File: config.mk
export PLATFORM = sky130hd
export DESIGN_NAME = multicycle_ctrl
export DESIGN_NICKNAME = d
export VERILOG_FILES = /design/src/rtl/riscv_pkg.sv /design/src/rtl/imm_src_dec.sv /design/src/rtl/multicycle_ctrl.sv
export SDC_FILE = /design/constraint.sdc
export NUM_CORES = 1
export LEC_CHECK = 0
export CAP_MARGIN = 10
export CORE_MARGIN = 1.5
export CORE_UTILIZATION = 40
export DETAILED_ROUTE_END_ITERATION = 6
export GPL_TIMING_DRIVEN = 0
export PLACE_DENSITY = 0.61
export SYNTH_ARGS = -nofsm -noshare
export SYNTH_HDL_FRONTEND = slang
export SYNTH_SLANG_ARGS = --single-unit
File: constraint.sdc
create_clock -name clk -period 2.6 [get_ports clk]
set_input_delay 0.78 -clock clk [delete_from_list [all_inputs] [get_ports clk]]
set_output_delay 0.78 -clock clk [all_outputs]
set_load 0.005 [all_outputs]
File: src/rtl/riscv_pkg.sv
// Shared control definitions for the RISC-V multicycle and pipeline control paths.
// Latency: none (types, constants and pure functions only).
// Backpressure: none; the functions have no storage.
package riscv_pkg;

    typedef enum logic [3:0] {
        FETCH,
        DECODE,
        MEMADR,
        MEMREAD,
        MEMWB,
        MEMWRITE,
        EXECUTER,
        EXECUTEI,
        ALUWB,
        BEQ,
        JAL
    } mc_state_t;

    localparam logic [6:0] OP_LW  = 7'b0000011;
    localparam logic [6:0] OP_SW  = 7'b0100011;
    localparam logic [6:0] OP_R   = 7'b0110011;
    localparam logic [6:0] OP_I   = 7'b0010011;
    localparam logic [6:0] OP_BEQ = 7'b1100011;
    localparam logic [6:0] OP_JAL = 7'b1101111;

    localparam logic [1:0] RES_ALUOUT    = 2'b00;
    localparam logic [1:0] RES_DATA      = 2'b01;
    localparam logic [1:0] RES_ALURESULT = 2'b10;

    localparam logic [1:0] SRCA_PC    = 2'b00;
    localparam logic [1:0] SRCA_OLDPC = 2'b01;
    localparam logic [1:0] SRCA_RS1   = 2'b10;

    localparam logic [1:0] SRCB_RS2  = 2'b00;
    localparam logic [1:0] SRCB_IMM  = 2'b01;
    localparam logic [1:0] SRCB_FOUR = 2'b10;

    localparam logic [1:0] ALUOP_ADD   = 2'b00;
    localparam logic [1:0] ALUOP_SUB   = 2'b01;
    localparam logic [1:0] ALUOP_FUNCT = 2'b10;

    localparam logic [1:0] IMM_I = 2'b00;
    localparam logic [1:0] IMM_S = 2'b01;
    localparam logic [1:0] IMM_B = 2'b10;
    localparam logic [1:0] IMM_J = 2'b11;

    // Per-state control word. Fields that need a live input (mem_ready, zero, op)
    // to become a strobe are carried as qualifiers and combined at the top level.
    typedef struct packed {
        logic       adrsrc;
        logic       memwrite;
        logic       regwrite;
        logic [1:0] resultsrc;
        logic [1:0] alusrca;
        logic [1:0] alusrcb;
        logic [1:0] aluop;
        logic       branch;    // pcwrite follows the ALU zero flag
        logic       pcupdate;  // unconditional PC write
        logic       fetch;     // irwrite/pcwrite on mem_ready
        logic       done;      // unconditional retire
        logic       done_rdy;  // retire on mem_ready
        logic       decode;    // illegal-opcode check is live
        logic       mem_wait;  // state stalls on mem_ready
    } ctrl_t;

    function automatic logic op_legal(input logic [6:0] op);
        logic ok;
        case (op)
            OP_LW, OP_SW, OP_R, OP_I, OP_BEQ, OP_JAL: ok = 1'b1;
            default:                                  ok = 1'b0;
        endcase
        return ok;
    endfunction

    function automatic ctrl_t state_ctrl(input mc_state_t s);
        ctrl_t c;
        c = '0;
        case (s)
            FETCH: begin
                c.alusrca   = SRCA_PC;
                c.alusrcb   = SRCB_FOUR;
                c.aluop     = ALUOP_ADD;
                c.resultsrc = RES_ALURESULT;
                c.fetch     = 1'b1;
                c.mem_wait  = 1'b1;
            end
            DECODE: begin
                c.alusrca = SRCA_OLDPC;
                c.alusrcb = SRCB_IMM;
                c.decode  = 1'b1;
            end
            MEMADR: begin
                c.alusrca = SRCA_RS1;
                c.alusrcb = SRCB_IMM;
            end
            MEMREAD: begin
                c.adrsrc    = 1'b1;
                c.resultsrc = RES_ALUOUT;
                c.mem_wait  = 1'b1;
            end
            MEMWB: begin
                c.resultsrc = RES_DATA;
                c.regwrite  = 1'b1;
                c.done      = 1'b1;
            end
            MEMWRITE: begin
                c.adrsrc    = 1'b1;
                c.resultsrc = RES_ALUOUT;
                c.memwrite  = 1'b1;
                c.done_rdy  = 1'b1;
                c.mem_wait  = 1'b1;
            end
            EXECUTER: begin
                c.alusrca = SRCA_RS1;
                c.alusrcb = SRCB_RS2;
                c.aluop   = ALUOP_FUNCT;
            end
            EXECUTEI: begin
                c.alusrca = SRCA_RS1;
                c.alusrcb = SRCB_IMM;
                c.aluop   = ALUOP_FUNCT;
            end
            ALUWB: begin
                c.resultsrc = RES_ALUOUT;
                c.regwrite  = 1'b1;
                c.done      = 1'b1;
            end
            BEQ: begin
                c.alusrca   = SRCA_RS1;
                c.alusrcb   = SRCB_RS2;
                c.aluop     = ALUOP_SUB;
                c.resultsrc = RES_ALUOUT;
                c.branch    = 1'b1;
                c.done      = 1'b1;
            end
            JAL: begin
                c.alusrca   = SRCA_OLDPC;
                c.alusrcb   = SRCB_FOUR;
                c.resultsrc = RES_ALUOUT;
                c.pcupdate  = 1'b1;
            end
            default: c = '0;
        endcase
        return c;
    endfunction

    // op is only looked at in DECODE and MEMADR; every other state ignores it.
    function automatic mc_state_t next_state(input mc_state_t s,
                                             input logic [6:0] op,
                                             input logic       mem_ready);
        mc_state_t n;
        case (s)
            FETCH:    n = mem_ready ? DECODE : FETCH;
            DECODE: begin
                case (op)
                    OP_LW, OP_SW: n = MEMADR;
                    OP_R:         n = EXECUTER;
                    OP_I:         n = EXECUTEI;
                    OP_BEQ:       n = BEQ;
                    OP_JAL:       n = JAL;
                    default:      n = FETCH;
                endcase
            end
            MEMADR:   n = (op == OP_LW) ? MEMREAD : MEMWRITE;
            MEMREAD:  n = mem_ready ? MEMWB : MEMREAD;
            MEMWB:    n = FETCH;
            MEMWRITE: n = mem_ready ? FETCH : MEMWRITE;
            EXECUTER: n = ALUWB;
            EXECUTEI: n = ALUWB;
            ALUWB:    n = FETCH;
            BEQ:      n = FETCH;
            JAL:      n = ALUWB;
            default:  n = FETCH;
        endcase
        return n;
    endfunction

endpackage

File: src/rtl/imm_src_dec.sv
// Immediate-format select from the opcode; shared by multicycle and pipeline decode.
// Latency: combinational.
// Backpressure: none.
module imm_src_dec
    import riscv_pkg::*;
(
    input  logic [6:0] op,
    output logic [1:0] immsrc
);

    // Opcode to immediate format; everything not S/B/J uses the I layout.
    always_comb begin
        immsrc = IMM_I;
        case (op)
            OP_SW:   immsrc = IMM_S;
            OP_BEQ:  immsrc = IMM_B;
            OP_JAL:  immsrc = IMM_J;
            default: immsrc = IMM_I;
        endcase
    end

endmodule

File: src/rtl/multicycle_ctrl.sv
// Control FSM for the multicycle RISC-V datapath (shared memory, single ALU).
// Latency: one state per clock; lw 5, sw/R/I/jal 4, beq 3, illegal 2 cycles at full memory rate.
// Backpressure: FETCH, MEMREAD and MEMWRITE hold until mem_ready; long stalls raise sticky mem_timeout.
module multicycle_ctrl
    import riscv_pkg::*;
#(
    parameter int TIMEOUT = 255
) (
    input  logic       clk,
    input  logic       reset,
    input  logic [6:0] op,
    input  logic       zero,
    input  logic       mem_ready,
    output logic       pcwrite,
    output logic       adrsrc,
    output logic       memwrite,
    output logic       irwrite,
    output logic       regwrite,
    output logic [1:0] resultsrc,
    output logic [1:0] alusrca,
    output logic [1:0] alusrcb,
    output logic [1:0] aluop,
    output logic [1:0] immsrc,
    output logic       instr_done,
    output logic       illegal_op,
    output logic       mem_timeout
);

    localparam int              CW        = (TIMEOUT > 0) ? $clog2(TIMEOUT + 1) : 1;
    localparam logic [CW-1:0]   STALL_MAX = CW'(TIMEOUT);

    mc_state_t     state;
    mc_state_t     state_nxt;
    ctrl_t         ctrl;
    logic [CW-1:0] stall_cnt;
    logic [CW-1:0] stall_nxt;
    logic          illegal;

    assign state_nxt = next_state(state, op, mem_ready);

    // State register plus the control word for the state being entered, so the
    // Moore selects come straight out of flops.
    always_ff @(posedge clk or posedge reset) begin
        if (reset) begin
            state <= FETCH;
            ctrl  <= state_ctrl(FETCH);
        end else begin
            state <= state_nxt;
            ctrl  <= state_ctrl(state_nxt);
        end
    end

    // The counter only runs while a wait state is stalled; any completion or
    // state change brings it back to zero. It saturates rather than wrapping.
    assign stall_nxt = (ctrl.mem_wait && !mem_ready)
                     ? ((stall_cnt == STALL_MAX) ? stall_cnt : stall_cnt + CW'(1))
                     : '0;

    // Stall counter and sticky timeout flag; the FSM keeps waiting regardless.
    always_ff @(posedge clk or posedge reset) begin
        if (reset) begin
            stall_cnt   <= '0;
            mem_timeout <= 1'b0;
        end else begin
            stall_cnt <= stall_nxt;
            if (stall_nxt == STALL_MAX) begin
                mem_timeout <= 1'b1;
            end
        end
    end

    imm_src_dec u_imm_src_dec (
        .op     (op),
        .immsrc (immsrc)
    );

    assign illegal = ctrl.decode && !op_legal(op);

    // Strobes are gated by reset so an abandoned instruction never writes state.
    assign pcwrite    = !reset && ((ctrl.branch && zero) || ctrl.pcupdate || (ctrl.fetch && mem_ready));
    assign irwrite    = !reset && ctrl.fetch && mem_ready;
    assign memwrite   = !reset && ctrl.memwrite;
    assign regwrite   = !reset && ctrl.regwrite;
    assign illegal_op = !reset && illegal;
    assign instr_done = !reset && (ctrl.done || (ctrl.done_rdy && mem_ready) || illegal);

    assign adrsrc    = ctrl.adrsrc;
    assign resultsrc = ctrl.resultsrc;
    assign alusrca   = ctrl.alusrca;
    assign alusrcb   = ctrl.alusrcb;
    assign aluop     = ctrl.aluop;

endmodule

==> out/metrics.cfg, run 1 <==
[cells_and_area]
seq_area_um2 = 704
final.fill_count = 372
drive_gt1_share_pct = 31.0
multiInputGateArea_um2 = 833
final_common_cell = dfrtp_1
most-common-layout-cells = 25 x dfrtp_1, 14 x nor2_1, 14 x clkdlybuf4s50_1, 12 x nand2_1, 12 x buf_4
nNetsFinal = 213
diodes = 0
final_core_util_pct = 52.4
area_growth_pct = 26.6

[sta]
grt_setup_unrepaired = no
hold_viol_final = 0
setup_viol = 0
finalClockSkew_ps = 3.20
max_freq_mhz = 399
tightest_slew_ps = 646
min_period_ps = 2510
maxSlewViolCount = 0
fin_crit_sh_pct = 96.4
max_slew_margin_pct = 56.7
fin_tns_setup_ps = 0

[global_routing]
grt_pass1_vias = 1283
grt_antenna_before_repair = 0
grt_usage_pct = 17.9
grt_max_degree = 17
gr-total-overflow = 0
grt_pass1_wl_um = 6050

[synth]
synth_compound_area_share_pct = 17.8
async_reset_ff_share_pct = 100
netlist_instances = 164
synth_top_family_by_area = simple AND/OR/NAND/NOR gates
synthMuxAreaShare_pct = 0.609
ys_seq_area_share_pct = 42.8
synth_fa_ha_area_share_pct = 0.761
synth_simple_gate_area_share_pct = 27.9
synth.distinct_cells = 57
yosys_warnings = 0
synth_ff_type = dfrtp_1
post_synth.cell_area_avg_um2 = 10.0
synth-edff-count = 0
netlist_area_um2 = 1640
synth-xor-area-share_pct = 1.60
synth_nets = 176
ys_ff_latch = 28

[clock_network]
h-tree-depth = 1
cts.sinks = 28
cts_buffers = 3
cts_tree = built
cts_root_buf = clkbuf_8
clkTransAtPathRegs_ps = 90
clock_path_buffers = 2
insertion_delay_ps = 270
ctsHoldBuffers = 0

[run]
drv_cap = 0

[routing]
routedWlPerCell_um = 14.4
drt_wl_total_um = 3600
drtIter0Drc = 46
drc = 0
vias_per_cell = 5.27
firstDrtPassIters = 4
ant_nets = 0
num_vias = 1318

[setup_path]
path_class = input port to output port
ff2ff_setup_slack_ps = 760
reg2regPathDepth = 6
critPathArrivalTime_ps = 1730
cp-end-kind = output port
crit_required_ps = 1820
crit_fanout = 4
start_kind = input port

[die]
die-area_um2 = 4500
fp-row-count = 23
core_area_um2 = 3970
initial_core_util_pct = 41.4
num_io_pins = 29
fp.dieH_um = 67.1
die_x_um = 67.1

[power_and_ir_drop]
p_leak_nw = 0.981
vdd_drop_max_v = 0.000283
powerDensity_nw_per_um2 = 464

[worst_hold_path]
hold_path.class = flip-flop to flip-flop
whs_path_depth = 1

[place]
globalplace.congestion = 0.802
dp_hpwl_um = 2480
io_buffers = 27

[status]
outcome = finished, final reports clean

-- sequential cells by signal, summed over array words and instances (netlist names) --
register,flops
mem_timeout,1
alusrca,2
stall_cnt,8
alusrcb,2
ctrl,8
adrsrc,1
aluop,1
state,4
resultsrc,1
-- where the power goes --
| group | internal [mW] | switching, mW | leakage, nW |
|---|---|---|---|
| clock | 0.206 | 0.133 | 0.0357 |
| combinational | 0.0795 | 0.0823 | 0.572 |
| sequential | 0.456 | 0.00859 | 0.373 |
| total | 0.742 | 0.224 | 0.981 |
-- logic make-up after synthesis --
| logic type | count (synthesis) |
|---|---|
| adders and majority gates | 1 |
| DFF | 28 |
| AOI/OAI and AO/OA | 37 |
| and+or+nand+nor | 70 |
| xor gates and xnor gates | 3 |
| muxes | 1 |
| buffers and inverters | 24 |
-- final timing paths --
check	startpoint	endpoint
min in group asynchronous	reset	mem_timeout
max in group asynchronous	reset	alusrcb[1]
worst max register to register	state[1]	alusrca[1]
worst min-delay path	mem_timeout	mem_timeout
worst min register to register	mem_timeout	mem_timeout
worst max-delay path	op[2]	instr_done
-- worst max-delay path, stage by stage --
cell	delay (ps)
clkdlybuf4s15_2	210
or2_4	270
a21oi_2	120
o21ai_2	60
nand2_1	90
a21oi_1	60
buf_2	130
-- cell type report --
| class | instances | share of cell area [%] |
|---|---|---|
| multi-input cells | 112 | 40.0 |
| inverters | 9 | 1.80 |
| well taps | 50 | 3.00 |
| clock inverters | 1 | 1.44 |
| repair buffers | 31 | 12.6 |
| flip-flops and latches | 28 | 33.8 |
| plain buffers | 15 | 5.11 |
| clock buffers | 3 | 1.98 |
| repair inverters | 1 | 0.240 |
-- layer usage --
metal	share of wire [%]	GRT usage, %	vias up	routed length (um)
met5	0	0	-	0
met4	1.1	5.36	0	40
met3	3.2	1.69	5	115
met2	48	29.6	23	1730
met1	48	24.9	643	1720
li1	-	-	647	-
-- metrics by stage --
step | power, mW | cell area, um^2 | instances | hold slack (ps) | setup slack [ps]
6_report | 0.966 | 2080 | 250 | 477 | 92.5
5_1_grt | 1.02 | 2080 | 250 | 525 | 16.2
4_1_cts | 0.979 | 2090 | 250 | 487 | 1.32
3_5_place_dp | 0.630 | 1980 | 241 | 463 | -1260
3_3_place_gp | 0.626 | 1980 | 241 | 459 | -1240
2_1_floorplan | 0.566 | 1640 | 164 | 462 | 21.4
-- synthesized netlist by cell type, types with 2 or more instances --
cell | instances | area (um^2)
inv_1 | 9 | 33.8
dfrtp_1 | 25 | 626
buf_6 | 2 | 22.5
o21bai_1 | 3 | 22.5
and3_4 | 2 | 22.5
or2_1 | 2 | 12.5
nand2b_1 | 4 | 25.0
buf_2 | 4 | 20.0
nor2_1 | 14 | 52.6
nand3b_1 | 3 | 22.5
nand3_1 | 3 | 15.0
dfstp_2 | 3 | 78.8
o211ai_2 | 2 | 25.0
nor2b_1 | 4 | 25.0
o21ai_0 | 2 | 10.0
a31oi_1 | 2 | 12.5
and3_1 | 3 | 18.8
buf_4 | 8 | 60.1
nand2_1 | 13 | 48.8
xor2_1 | 2 | 17.5
a21oi_1 | 11 | 55.1
and4bb_2 | 2 | 25.0
nor3b_1 | 6 | 45.0
o21a_1 | 2 | 15.0
-- timing repair --
| item | 4_1_cts | 5_1_grt |
|---|---|---|
| endpoints found under the setup margin | 8 | 4 |
| cloned | 1 | 0 |
| gates resized for setup | 44 | 9 |
| buffers inserted | 4 | 0 |
| pin swaps | 4 | 3 |
Power figures use the tool's default switching activity.
==> run 2, diff against run 1 <==
CAP_MARGIN = 20   (was 10)
==> results of run 2 <==
Final layout, timing and power as in run 1 (identical DEF).
==> run 3, diff against run 2 <==
ABC_AREA = 1   (was not set)
PLACE_DENSITY = 0.62   (was 0.61)
SLEW_MARGIN = 15   (was not set)
==> run 3 against run 2 <==
Effect of this change:
- register-to-register slack improved by 240 ps
- clock power rose by 1%
- final area rose by 3.8%
- critical path depth rose by 12
- wire length fell by 0.78%
- final cell count rose by 24%
- synthesized cell count rose by 31%
- clock skew rose by 2.7 ps
==> out/metrics.cfg, run 3 <==
[clock_network]
cts_tree = built  ; unchanged
h-tree-depth = 1  ; unchanged
cts.sinks = 28  ; unchanged
clkTransAtPathRegs_ps = 100  ; was 90 ps
cts_root_buf = clkbuf_8  ; unchanged
clock_path_buffers = 2  ; unchanged
insertion_delay_ps = 270  ; about the same
cts_buffers = 3  ; unchanged
ctsHoldBuffers = 0  ; unchanged

[die]
fp.dieH_um = 65.7  ; was 67.1 um
die_x_um = 65.7  ; was 67.1 um
die-area_um2 = 4320  ; was 4500 um^2
initial_core_util_pct = 42.4  ; was 41.4%
core_area_um2 = 3720  ; was 3970 um^2
fp-row-count = 22  ; was 23
num_io_pins = 29  ; unchanged

[routing]
drtIter0Drc = 73  ; was 46
num_vias = 1480  ; was 1,318
drt_wl_total_um = 3580  ; was 3600 um
routedWlPerCell_um = 11.5  ; was 14.4 um
ant_nets = 0  ; unchanged
vias_per_cell = 4.77  ; was 5.27
firstDrtPassIters = 4  ; unchanged
drc = 0  ; unchanged

[global_routing]
gr-total-overflow = 0  ; unchanged
grt_max_degree = 29  ; was 17
grt_pass1_wl_um = 5790  ; was 6050 um
grt_pass1_vias = 1295  ; was 1,283
grt_antenna_before_repair = 0  ; unchanged
grt_usage_pct = 17.7  ; was 17.9%

[cells_and_area]
most-common-layout-cells = 50 x nand2_1, 26 x inv_1, 25 x dfrtp_1, 24 x buf_4, 20 x nor2_1  ; was 25 x dfrtp_1, 14 x nor2_1, 14 x clkdlybuf4s50_1, 12 x nand2_1, 12 x buf_4
drive_gt1_share_pct = 29.8  ; was 31.0%
final.fill_count = 346  ; was 372
diodes = 0  ; unchanged
final_core_util_pct = 58.1  ; was 52.4%
final_common_cell = nand2_1  ; was dfrtp_1
nNetsFinal = 275  ; was 213
reg_top3 = ctrl (8), stall_cnt (8), state (4)  ; unchanged
area_growth_pct = 37.3  ; was 26.6%

[setup_path]
critPathSlowestCell = buf_4  ; was or2_4
critPathLaunch = op[5]  ; was op[2]
timing.rr.start = state[1]  ; unchanged
critPathArrivalTime_ps = 2770  ; was 1730 ps
ff2ff_setup_slack_ps = 1000  ; was 760 ps
start_kind = input port  ; unchanged
cp_cell_sequence = buf_2 > nand3_2 > inv_2 > nand2_2 > nand2_2 > buf_4 > buf_4 > buf_4 > buf_4 > buf_4 > buf_4 > buf_4 > buf_4 > buf_4 > nand2_4 > inv_2 > nor2_4 > nand3_2 > nand3_2  ; was clkdlybuf4s15_2 > or2_4 > a21oi_2 > o21ai_2 > nand2_1 > a21oi_1 > buf_2
path_buf_inv = 12  ; was 2
cp-end-kind = flip-flop  ; was output port
crit_top_cell = buf_4
path_class = input port to flip-flop  ; was input port to output port
crit_family = buffers and inverters  ; was simple AND/OR/NAND/NOR gates
crit_required_ps = 2810  ; was 1820 ps
critical-path-max-stage-delay_ps = 140  ; was 270 ps
reg2regPathDepth = 8  ; was 6
timing.rr.end = alusrca[0]  ; was alusrca[1]
worst-path-stages = 19  ; was 7
endpoint = alusrca[1]  ; was instr_done
crit_fanout = 4  ; unchanged

[synth]
ys_ff_latch = 28  ; unchanged
synth.distinct_cells = 25  ; was 57
post_synth.cell_area_avg_um2 = 7.32  ; was 10.0 um^2
synth_ff_type = dfrtp_1  ; unchanged
synth-edff-count = 0  ; unchanged
netlist_instances = 215  ; was 164
async_reset_ff_share_pct = 100  ; unchanged
ys_top_cells_by_count = 56 x nand2_1, 30 x inv_1, 25 x dfrtp_1, 25 x nor2_1, 24 x nand3_1  ; was 25 x dfrtp_1, 14 x nor2_1, 13 x nand2_1
yosysMostFrequentCell = nand2_1  ; was dfrtp_1
synth_area_leaders = dfrtp_1 40%, nand2_1 13%, nand3_1 7.6%  ; was dfrtp_1 38%, dfstp_2 4.8%, buf_4 3.7%
synth_nets = 227  ; was 176
synthDominantCellAreaShare_pct = 39.7  ; was 38.1%
synth_area_leader_cell = dfrtp_1  ; unchanged
ys_seq_area_share_pct = 44.8  ; was 42.8%
yosys_warnings = 0  ; unchanged
netlist_area_um2 = 1570  ; was 1640 um^2

[sta]
max_slew_margin_pct = 71.2  ; was 56.7%
min_period_ps = 2560  ; was 2510 ps
finalClockSkew_ps = 5.90  ; was 3.20 ps
grt_setup_unrepaired = yes  ; was no
hold_viol_final = 0  ; unchanged
setup_viol = 0  ; unchanged
tightest_slew_ps = 428  ; was 646 ps
maxSlewViolCount = 0  ; unchanged
fin_crit_sh_pct = 98.4  ; was 96.4%
max_freq_mhz = 391  ; was 399 MHz

[worst_hold_path]
hold_path.class = flip-flop to flip-flop  ; unchanged
min_from = mem_timeout  ; unchanged

[place]
globalplace.congestion = 0.895  ; was 0.802
dp_hpwl_um = 2440  ; was 2480 um
io_buffers = 28  ; was 27

[run]
drv_cap = 0  ; unchanged

[power_and_ir_drop]
powerDensity_nw_per_um2 = 448  ; was 464 nW/um^2
p_leak_nw = 1.18  ; was 0.981 nW
internal_power_mw = 0.737  ; was 0.742 mW
seqPwrFrac_pct = 48.4  ; was 48.1%
pwr-share-clk_pct = 35.5  ; was 35.1%
p_switching_mw = 0.230  ; was 0.224 mW
swShare_pct = 23.7  ; was 23.2%
vdd_drop_max_v = 0.000332  ; was 0.000283 V
p_total_mw = 0.967  ; was 0.966 mW
power_frac_comb_pct = 16.0  ; was 16.7%

[status]
outcome = finished, final reports clean  ; unchanged

## run 3: cell count changes in the layout (fill, tap and decap cells not counted), moves of 7 or more
cell,before,now
buf_4,12,24
inv_2,0,8
nor2_2,0,7
inv_1,8,26
nand2_1,12,50
nand3_1,3,19
## run 3: tightest hold or removal path: cells and delay by family, from the launching register on
family                 cells  cell delay [ps]
DFF                        1              360
buffers and inverters      1               40
and+or+nand+nor            1               50
## run 3: metal layers
layer | up-vias | GRT usage (%) | wire [um]
met5 | - | 0 | 0
met4 | 0 | 4.17 | 33
met3 | 4 | 2.57 | 178
met1 | 683 | 25.5 | 1680
met2 | 40 | 27.9 | 1680
li1 | 753 | - | -
## run 3: final cells by class
class / instances / area, um^2 / share of cell area [%]
buffer: 8 / 60.1 / 2.78
clock buffer: 3 / 41.3 / 1.91
clock inverter: 1 / 30.0 / 1.39
inverter: 38 / 146 / 6.77
multi-input combinational: 141 / 737 / 34.1
sequential: 28 / 704 / 32.6
tap: 48 / 60.1 / 2.78
timing repair buffer: 43 / 382 / 17.7
## run 3: metrics by stage
stage / cell area (um^2) / hold slack, ps / setup slack (ps) / TNS (ps) / instances
floorplan: 1570 / 457 / 417 / 0 / 215
global placement: 1910 / 458 / -761 / -3220 / 291
detailed placement: 1910 / 460 / -772 / -3240 / 291
CTS: 2060 / 486 / 4.82 / 0 / 308
global route: 2160 / 522 / -51.8 / -86.2 / 310
finish: 2160 / 481 / 41.9 / 0 / 310
## run 3: timing repair
| item | in CTS | in global routing |
|---|---|---|
| setup endpoints to repair | 8 | 10 |
| setup buffers | 13 | 1 |
| pin swaps | 11 | 11 |
| resized for setup | 52 | 18 |
## run 3: worst min-delay path by stage
stage / end / slack (ps) / cells after the start
final: mem_timeout / 480 / 2
after global routing: mem_timeout / 520 / 2
after CTS: mem_timeout / 490 / 2
after global placement: mem_timeout / 460 / 2
after detailed placement: mem_timeout / 460 / 2
after floorplan: mem_timeout / 460 / 2
## run 3: kinds of logic (layout without fill, tap and decap cells)
kind of cell / Yosys count / count (layout) / share of synthesized area [%]
flip-flops: 28 / 28 / 44.8
adder cells (fa/ha/maj): 1 / 1 / 0.795
buffers and inverters: 46 / 93 / 13.0
AO/OA/AOI/OAI: 15 / 15 / 5.01
AND/OR/NAND/NOR: 125 / 125 / 36.5
## run 3: power by group through the flow
stage               combinational, mW  clock (mW)  sequential, mW
finish                          0.155       0.344           0.468
global route                    0.173       0.367           0.471
CTS                             0.140       0.352           0.468
detailed placement              0.136           0           0.476
global placement                0.136           0           0.477
floorplan                      0.0772           0           0.474
